==> config.mk <==
export PLATFORM = sky130hd
export DESIGN_NAME = periph_bus
export DESIGN_NICKNAME = d
export VERILOG_FILES = /design/src/rtl/periph_bus.sv
export SDC_FILE = /design/constraint.sdc
export NUM_CORES = 1
export LEC_CHECK = 0
export BUFFER_PORTS_ARGS = -buffer_cell sky130_fd_sc_hd__buf_2
export CORE_UTILIZATION = 54
export CTS_CLUSTER_SIZE = 16
export DETAILED_ROUTE_END_ITERATION = 10
export PLACE_DENSITY = 0.81
export SLEW_MARGIN = 20
export SYNTH_ARGS = -nofsm -noshare
export SYNTH_HDL_FRONTEND = slang
export SYNTH_SLANG_ARGS = --single-unit
==> constraint.sdc <==
create_clock -name clk -period 2.9 [get_ports clk]
set_input_delay 0.435 -clock clk [delete_from_list [all_inputs] [get_ports clk]]
set_output_delay 0.435 -clock clk [all_outputs]
set_load 0.005 [all_outputs]
==> src/rtl/periph_bus.sv <==
// Memory-mapped peripheral block: timer (TH/TL/TCON), LED, switch and 7-segment registers.
// Optional free-running SYSTICK counter at offset 0x18 is built when PERIPH_BUS_SYSTICK_EN is defined.
module periph_bus #(
  parameter logic [31:0] BASE_ADDR = 32'h4000_0000
) (
  input  logic        clk,
  input  logic        reset,
  input  logic        rd,
  input  logic        wr,
  input  logic [31:0] addr,
  input  logic [31:0] wdata,
  output logic [31:0] rdata,
  input  logic [7:0]  switch,
  output logic [7:0]  led,
  output logic [11:0] digi,
  output logic        irqout
);

  typedef enum logic [2:0] {
    REG_TH      = 3'd0,
    REG_TL      = 3'd1,
    REG_TCON    = 3'd2,
    REG_LED     = 3'd3,
    REG_SWITCH  = 3'd4,
    REG_DIGI    = 3'd5,
    REG_SYSTICK = 3'd6,
    REG_NONE    = 3'd7
  } reg_sel_t;

  logic [31:0] th;
  logic [31:0] tl;
  logic [2:0]  tcon;
  logic [7:0]  led_reg;
  logic [11:0] digi_reg;
  logic [31:0] systick_val;

  logic [31:0] offset;
  reg_sel_t    sel;
  logic        we_th;
  logic        we_tl;
  logic        we_tcon;
  logic        we_led;
  logic        we_digi;
  logic        tl_max;
  logic        reload;
  logic        status_set;

  // Offset 0x1C lands on index 7, which doubles as the "unmapped" selector.
  always_comb begin
    offset = addr - BASE_ADDR;
    sel    = REG_NONE;
    if (offset[31:5] == '0 && offset[1:0] == 2'b00) begin
      sel = reg_sel_t'(offset[4:2]);
    end
  end

  always_comb begin
    we_th   = wr && (sel == REG_TH);
    we_tl   = wr && (sel == REG_TL);
    we_tcon = wr && (sel == REG_TCON);
    we_led  = wr && (sel == REG_LED);
    we_digi = wr && (sel == REG_DIGI);
  end

  // A software TL write suppresses the reload entirely, so it cannot raise status either.
  always_comb begin
    tl_max     = (tl == '1);
    reload     = tcon[0] && tl_max && !we_tl;
    status_set = reload && tcon[1];
  end

  always_ff @(posedge clk) begin
    if (reset) begin
      th       <= '0;
      tl       <= '0;
      tcon     <= '0;
      led_reg  <= '0;
      digi_reg <= '0;
    end else begin
      if (we_th) begin
        th <= wdata;
      end
      if (we_tl) begin
        tl <= wdata;
      end else if (tcon[0]) begin
        tl <= tl_max ? th : tl + 32'd1;
      end
      if (we_tcon) begin
        tcon <= {wdata[2] | status_set, wdata[1:0]};
      end else if (status_set) begin
        tcon[2] <= 1'b1;
      end
      if (we_led) begin
        led_reg <= wdata[7:0];
      end
      if (we_digi) begin
        digi_reg <= wdata[11:0];
      end
    end
  end

`ifdef PERIPH_BUS_SYSTICK_EN
  always_ff @(posedge clk) begin
    if (reset) begin
      systick_val <= '0;
    end else begin
      systick_val <= systick_val + 32'd1;
    end
  end
`else
  assign systick_val = '0;
`endif

  always_comb begin
    rdata = '0;
    if (rd) begin
      case (sel)
        REG_TH:      rdata = th;
        REG_TL:      rdata = tl;
        REG_TCON:    rdata = {29'd0, tcon};
        REG_LED:     rdata = {24'd0, led_reg};
        REG_SWITCH:  rdata = {24'd0, switch};
        REG_DIGI:    rdata = {20'd0, digi_reg};
        REG_SYSTICK: rdata = systick_val;
        default:     rdata = '0;
      endcase
    end
  end

  assign led    = led_reg;
  assign digi   = digi_reg;
  assign irqout = tcon[1] & tcon[2];

endmodule

Word level (Yosys, flattened, before mapping)
Index checks and enable logic that the tools add are counted.

Logic and storage cells: 39. Input port bits: 76. Flip-flop bits (word level): 87. Output and inout port bits: 53.

Equal/unequal tests: 6. $add $sub $neg: 2. Bitwise logic cells: 2. Reduce and logical (&&, ||, !) cells: 15. Muxes and demuxes: 8.

Operators by type and width (count): 32-bit case mux with 6 select lines (1); 32-bit 2-to-1 mux (4); 32-bit by 1-bit adder with 32-bit output (second input constant) (1); 32-bit equality test (second input constant) (1); 32-bit by 31-bit subtractor with 32-bit output (second input constant) (1); 27-bit logical NOT (1); 1-bit logical AND (9); 3-bit by 2-bit equality test with 1-bit output (second input constant) (2); 3-bit equality test (second input constant) (2); 2-bit nonzero test (2); 3-bit by 1-bit equality test with 1-bit output (second input constant) (1); 3-bit logical NOT (1); 3-bit 2-to-1 mux (1); 2-bit logical NOT (1); 1-bit 2-to-1 mux (2); 1-bit AND (1); 1-bit logical NOT (1); 1-bit bitwise OR (1).

Logic depth before layout (Yosys ltp)
Gate-level depths: netlist of run 1.

Depth after elaboration: 11. Gate-level depth with buffers: 8.

Worst setup path before layout of run 1
Ideal clock, no wire load.

Path kind: input -> output. From: input port addr[21]. To: output port rdata[12]. Required time: 2.465 ns. Path slack: 0.525 ns. Arrival: 1.940 ns. Buffers on the path: 1. Stages: 6. Cells stage by stage: nor4_1 -> nand4_1 -> nor4b_4 -> clkbuf_1 -> a22oi_1 -> nor2_1.

Longest elaborated chain between the ends: 7.

Ends and longest elaborated chain: start: declaration (RTL line 10) `input logic [31:0] addr,`; 32-bit by 31-bit subtractor with 32-bit output * (RTL line 50) `offset = addr - BASE_ADDR;`; 27-bit logical NOT * (RTL line 52) `if (offset[31:5] == '0 && offset[1:0] == 2'b00) begin`; 1-bit logical AND * (RTL line 52); 3-bit 2-to-1 mux * (RTL line 52); 3-bit equality test (tied with other cells) (RTL line 117) `case (sel)`; 32-bit case mux with 6 select lines * (RTL line 117); 32-bit 2-to-1 mux * (RTL line 116) `if (rd) begin`; end: declaration (RTL line 12) `output logic [31:0] rdata,`.

Every way passes the cells marked *; elsewhere a longest branch is shown, timed or not.

Worst setup path after layout of run 1
From: input port addr[9]. To: output port rdata[21].

Same word-level chain as after synthesis.

==> results.md, run 1 <==
- Result of the run: finished clean
- GRT Resource Usage Total: 34.0%
- Remaining max-slew budget at the tightest pin: 59.2%
- Via count of the routed design: 5734
- Initial drt markers: between 300 and 400
- CP arrival: 2330 ps
- Fraction of final layout cells with drive strength greater than 1: 24.9%
- Depth of the most critical reg-to-reg path: 7
- Capture point of the worst reg-to-reg path: tl[0]
- Number of pins exceeding their max-slew limit in the final report: 0
- Utilization after layout: 65.9%
- Mapped cell area: between 5000 and 6000 um^2
- Total instance count after detailed placement: ~900
- Via count of the first global-routing pass: between 5k and 6k
- Origin of the critical flop-to-flop path: tl[8]
- Synthesis-stage register bit count: 87
- Routed wire length: 16400 um
- Tightest Hold Check Type: primary input to flop
- Antenna violations before repair: 0
- Post-Route Hold Slack: 272 ps
- XOR/XNOR Fraction of Synth Area: less than 1%
- Worst-path clk slew: 100 ps
- Minimum setup slack in the final design: 133 ps
- Synthesized-area fraction occupied by and/or/nand/nor cells: 31.0%
- Max-capacitance violation count: 0
- CTS tree: done
- Share of flip-flops with an asynchronous set or reset after synthesis: 0%
- Routability Congestion: 0.927
- Total number of clock tree sinks: 87
- Final cell area excluding filler cells: just over 6000 um^2
- Measured slew at the worst slew-check pin: approximately 610 ps
- Global-route wire length before repair: 26600 um
- Grt total ovfl: 0
- Unrepaired setup endpoints after global routing: no
- Leakage power: 2.34 nW
- Area added between synthesis and finish: 18.5%
- Placed wire-length estimate after detailed placement: 11500 um
- Share of cell area taken by muxes after synthesis: 8.90%
- Vertical die dimension: between 90 and 100 um
- Class of the most critical setup path: primary input to output port
- Total power per unit cell area: approximately 370 nW/um^2
- Compound-gate portion of the synthesized area: 20.9%
- Maximum number of pins on one net before global-route repair: 38
- Floorplan die width: 99.3 um
- Maximum clock insertion buffer count: 2
- Number of instances in the synthesized netlist: 675
- Fraction of the mapped netlist area in adder cells: less than 1%
- Average wire per standard cell: 18.2 um
- Top-level port count: 129
- Max Fclk: 361 MHz
- Total power: 2.26 mW
- Synth Warn #: 0
- IR Drop Worst-Case VDD: 0.281 mV
- Worst R2R Setup Slack: 460 ps
- Die Area: 9870 um^2
- Hold Vio Cnt, Final: 0
- DRC errors left: 0
- Kind of start point of the critical path: primary input
- Critical Path Fanout Max: 25
- Final TNS setup: 0 ps
- Mapped Avg Cell Area: around 7.6 um^2
- Fraction of the yosys area taken by sequential cells: about a third
- Final antenna-violating net count: 0
- Final instance count without filler cells: 902
- Fin nets: 863
- Dominant register cell in the synthesized netlist: sky130_fd_sc_hd__dfxtp_1
- Area post-placement: ~5900 um^2
- Total clock buffers created by CTS: 9
- CP required: 2470 ps
- Clk root buf: sky130_fd_sc_hd__clkbuf_8
- Iteration count of the initial detailed-routing pass: 5
- Minimum clock period after layout: between 2000 and 3000 ps
- Number of fillers in the final layout: 795
- EDFF count, synth: 0
- Worst Hold Launch: wdata[22]
- Vias per cell: 6.36
- Number of H-tree levels: 3
- Area of the core: 9200 um^2
- Initial Util: ~56%
- Largest family of logic cells by synthesized area: simple AND/OR/NAND/NOR gates
- Clock latency at the later pin of the worst-skew pair: 370 ps
- Final period util: 95.4%
- Setup violators final: 0
- Diodes inserted: 0
- Largest clock skew in the final design: 8.16 ps
- Site row count: 35
- Endpoint of the worst hold-timing path: tl[22]
- Number of cells on the worst hold path: 2
- Number of nets produced by synthesis: between 700 and 800
- Critical Path Sink Type: output port
- Post-synth cell types: 54
- Post-place setup slack: 33.2 ps
- Buffers added on ports: 128
power breakdown:
group,switching [mW],internal [mW],total [mW]
combinational,0.0854,0.0673,0.153
sequential,0.00923,1.20,1.21
clock,0.495,0.409,0.905
logic make-up after synthesis:
kind of cell,after synthesis
fa+ha+maj,1
simple gates,323
mux,40
flops,87
buf+inv,54
compound gates,169
xor+xnor,1
critical path: stages:
cell                      delay (ps)
sky130_fd_sc_hd__buf_2           100
sky130_fd_sc_hd__nor4_2          390
sky130_fd_sc_hd__nand4_2         230
sky130_fd_sc_hd__nor2_1          240
sky130_fd_sc_hd__nand2_1         190
sky130_fd_sc_hd__a21o_2          430
sky130_fd_sc_hd__nor2_1          180
sky130_fd_sc_hd__buf_2           130
cell usage in the layout, fill, tap and decap left out, types with 6 or more instances in the layout:
master | Yosys | layout
sky130_fd_sc_hd__buf_2 | 7 | 128
sky130_fd_sc_hd__o21ai_0 | 22 | 22
sky130_fd_sc_hd__buf_4 | 3 | 21
sky130_fd_sc_hd__mux2i_1 | 23 | 23
sky130_fd_sc_hd__nor2_1 | 71 | 71
sky130_fd_sc_hd__a31oi_1 | 10 | 10
sky130_fd_sc_hd__nor4_1 | 8 | 8
sky130_fd_sc_hd__clkbuf_8 | 0 | 9
sky130_fd_sc_hd__and4_1 | 12 | 12
sky130_fd_sc_hd__nand2_1 | 137 | 137
sky130_fd_sc_hd__dfxtp_1 | 87 | 87
sky130_fd_sc_hd__a22oi_1 | 24 | 24
sky130_fd_sc_hd__nand4_1 | 17 | 17
sky130_fd_sc_hd__a21oi_1 | 65 | 65
sky130_fd_sc_hd__nor3_1 | 6 | 6
sky130_fd_sc_hd__mux2_2 | 14 | 14
sky130_fd_sc_hd__a211oi_1 | 7 | 7
sky130_fd_sc_hd__and3_1 | 14 | 14
sky130_fd_sc_hd__nand3_1 | 27 | 27
worst max-delay path by stage:
stage                        start         to  slack, ps
after floorplan           addr[21]  rdata[12]        520
after global placement     addr[5]  rdata[12]        160
after detailed placement  addr[13]  rdata[21]         30
after CTS                 addr[13]  rdata[21]         20
after global routing      addr[13]  rdata[21]         30
final                      addr[9]  rdata[21]        130
cell usage after synthesis (6+ instances only):
master / number / area [um^2]
sky130_fd_sc_hd__nand2_1: 137 / 514
sky130_fd_sc_hd__dfxtp_1: 87 / 1740
sky130_fd_sc_hd__nor2_1: 71 / 267
sky130_fd_sc_hd__a21oi_1: 65 / 325
sky130_fd_sc_hd__clkbuf_1: 36 / 135
sky130_fd_sc_hd__nand3_1: 27 / 135
sky130_fd_sc_hd__a22oi_1: 24 / 180
sky130_fd_sc_hd__mux2i_1: 23 / 230
sky130_fd_sc_hd__o21ai_0: 22 / 110
sky130_fd_sc_hd__nand4_1: 17 / 106
sky130_fd_sc_hd__and3_1: 14 / 87.6
sky130_fd_sc_hd__mux2_2: 14 / 158
sky130_fd_sc_hd__and4_1: 12 / 105
sky130_fd_sc_hd__a31oi_1: 10 / 62.6
sky130_fd_sc_hd__nor4_1: 8 / 50.1
sky130_fd_sc_hd__a211oi_1: 7 / 52.6
sky130_fd_sc_hd__buf_2: 7 / 35.0
sky130_fd_sc_hd__nor3_1: 6 / 30.0
routing by layer:
metal / track usage [%] / share of wire (%)
met5: 0 / 0
met4: 15.3 / 3.1
met3: 5.20 / 9.6
met2: 57.5 / 46
met1: 42.8 / 41
repair_timing:
| item | 4_1_cts | 5_1_grt |
|---|---|---|
| buffers inserted | 0 | 0 |
| resized for setup | 0 | 1 |
| hold endpoints to repair | 0 | 0 |
| hold buffers | 0 | 0 |
| endpoints found under the setup margin | 0 | 25 |
layout make-up:
cell class              instances  area (um^2)  area share [%]
repair buffers                151          838            13.8
multi-input cells             534         3130            51.6
well taps                     111          139            2.29
clock inverters                 7         77.6            1.28
inverters                       3         11.3           0.186
clock buffers                   9          124            2.04
flip-flops and latches         87         1740            28.7
(Power assumes the default switching activity.)
==> run 2, diff against run 1 <==
Settings changed: CORE_ASPECT_RATIO set to 0.5.
==> results.md, run 2 (same netlist as run 1, synthesis figures left out) <==
- Cts repair resizes: 0 (unchanged)
- Clk root buf: sky130_fd_sc_hd__clkbuf_16
- Area post-placement: 5930 um^2 (+1.2%)
- Setup violators final: 0 (unchanged)
- Total number of clock tree sinks: 87 (unchanged)
- Final period util: 94.1% (-1.3 points)
- Area of the core: 8950 um^2 (-2.7%)
- Sum of buffers and inverters on the critical path: 4 (+2)
- Antenna violations before repair: 0 (unchanged)
- Vias per cell: 6.30 (-0.93%)
- Diodes inserted: 0 (unchanged)
- Utilization after layout: 69.8% (+3.9 points)
- Final cell area excluding filler cells: 6240 um^2 (+3.0%)
- Share of power burned in combinational logic: 6.1% (-0.6 points)
- GRT Resource Usage Total: 34.0% (about the same)
- Vertical die dimension: 70.8 um (-29%)
- Tightest Hold Check Type: primary input to flop
- Routed wire length: 16500 um (+0.70%)
- Critical Path Sink Type: output port
- Floorplan die width: 140 um (+41%)
- Fraction of final layout cells with drive strength greater than 1: 25.4% (+0.47 points)
- Global-route wire length before repair: 26400 um (-0.65%)
- Cell-by-cell listing of the critical path: buf_2 -> nor4_1 -> nand4_1 -> buf_4 -> nor4b_4 -> buf_4 -> a22oi_1 -> nor2_1 -> buf_2
- CTS tree: done
- Worst R2R Setup Slack: 420 ps (-40 ps)
- Via count of the first global-routing pass: 5108 (-4.8%)
- Remaining max-slew budget at the tightest pin: 59.9% (+0.72 points)
- Minimum clock period after layout: 2730 ps (-38.8 ps)
- Most frequent standard cell in the layout excluding fill and tap cells: sky130_fd_sc_hd__nand2_1
- Grt total ovfl: 0 (unchanged)
- DRC errors left: 0 (unchanged)
- Initial drt markers: 711 (+80%)
- Clock network fraction of total power: 47.9% (+7.9 points)
- Fin nets: 873 (+1.2%)
- Clock latency at the later pin of the worst-skew pair: 340 ps (-30 ps)
- IR Drop Worst-Case VDD: 0.265 mV (-5.6%)
- Max Fclk: 367 MHz (+1.4%)
- Area added between synthesis and finish: 22.0%
- Maximum number of pins on one net before global-route repair: 38 (unchanged)
- Maximum clock insertion buffer count: 2 (unchanged)
- Placed wire-length estimate after detailed placement: 11600 um (+0.91%)
- Max-capacitance violation count: 0 (unchanged)
- Via count of the routed design: 5775 (+0.72%)
- Class of the most critical setup path: primary input to output port
- Total power per unit cell area: 419 nW/um^2 (+12%)
- Top-level port count: 129 (unchanged)
- Post-Route Hold Slack: 302 ps (+30.7 ps)
- NetSw: 573 uW (-2.9%)
- Final instance count without filler cells: 917 (+1.7%)
- Leakage power: 2.44 nW (+4.3%)
- Critical Path Fanout Max: 22 (-12%)
- Top cell family by delay on the critical path: simple AND/OR/NAND/NOR gates
- Total clock buffers created by CTS: 9 (unchanged)
- CP required: 2470 ps (about the same)
- Final TNS setup: 0 ps (unchanged)
- Post-CTS Setup Repair Bufs: 0 (unchanged)
- Unrepaired setup endpoints after global routing: no
- Worst-path clk slew: 60 ps (-40 ps)
- Switching share of power: 21.9% (-4.1 points)
- Number of buffers inserted for hold repair after clock tree synthesis: 0 (unchanged)
- Kind of start point of the critical path: primary input
- Commonest cells after routing, fill and taps aside: 137 x sky130_fd_sc_hd__nand2_1, 128 x sky130_fd_sc_hd__buf_2, 87 x sky130_fd_sc_hd__dfxtp_1
- Post-place setup slack: 212 ps (+179 ps)
- CP arrival: 2290 ps (-40 ps)
- Site row count: 24 (-31%)
- Total power: 2.62 mW (+16%)
- CP peak stage delay: 370 ps (-60 ps)
- Worst-path cell with the longest stage delay: sky130_fd_sc_hd__buf_4
- Final antenna-violating net count: 0 (unchanged)
- Measured slew at the worst slew-check pin: 600 ps (-10.8 ps)
- Routability Congestion: 0.930 (+0.27%)
- Number of pins exceeding their max-slew limit in the final report: 0 (unchanged)
- Die Area: 9890 um^2 (+0.24%)
- Result of the run: finished clean
- Hold Vio Cnt, Final: 0 (unchanged)
- Number of H-tree levels: 3 (unchanged)
- Pint: 2.04 mW (+22%)
- Largest clock skew in the final design: 5.94 ps (-2.22 ps)
- Minimum setup slack in the final design: 172 ps (+38.8 ps)
- Iteration count of the initial detailed-routing pass: 7 (+2)
- Average wire per standard cell: 18.0 um (-0.95%)
- Total instance count after detailed placement: 902 (+1.8%)
- Buffers added on ports: 128 (unchanged)
- Sequential group share of total power: 46.1% (-7.2 points)
- Initial Util: 57.2% (+1.5 points)
[run 2: cell type report]
class,instances,area [um^2]
multi-input combinational,534,3130
tap,117,146
fill,750,2710
clock buffer,12,246
clock inverter,3,67.6
sequential,87,1740
inverter,3,11.3
timing repair buffer,161,901
[run 2: tightest hold or removal path: stages]
cell and delay (ps):
sky130_fd_sc_hd__buf_2 90, sky130_fd_sc_hd__nand2_1 40, sky130_fd_sc_hd__o21ai_0 50
[run 2: layer usage]
layer / vias up / share of wire (%) / track usage (%)
li1: 2693 / - / -
met1: 2766 / 46 / 48.0
met2: 282 / 43 / 53.0
met3: 34 / 8.9 / 6.97
met4: 0 / 1.6 / 9.04
met5: - / 0 / 0
[run 2: power by group through the flow]
stage | Combinational [mW] | Sequential [mW] | Clock (mW)
after floorplan | 0.0702 | 1.23 | 0
after global placement | 0.152 | 1.23 | 0
after detailed placement | 0.155 | 1.23 | 0
after CTS | 0.156 | 1.20 | 1.25
after global routing | 0.171 | 1.21 | 1.31
final | 0.159 | 1.20 | 1.25
[run 2: worst paths after layout]
| path | from | to | cells past startpoint |
|---|---|---|---|
| setup / recovery | addr[21] | rdata[30] | 9 |
| hold / removal | wdata[12] | tl[12] | 3 |
| setup reg to reg | tl[8] | tl[6] | 6 |
| hold reg to reg | digi[9] | digi[9] | 2 |
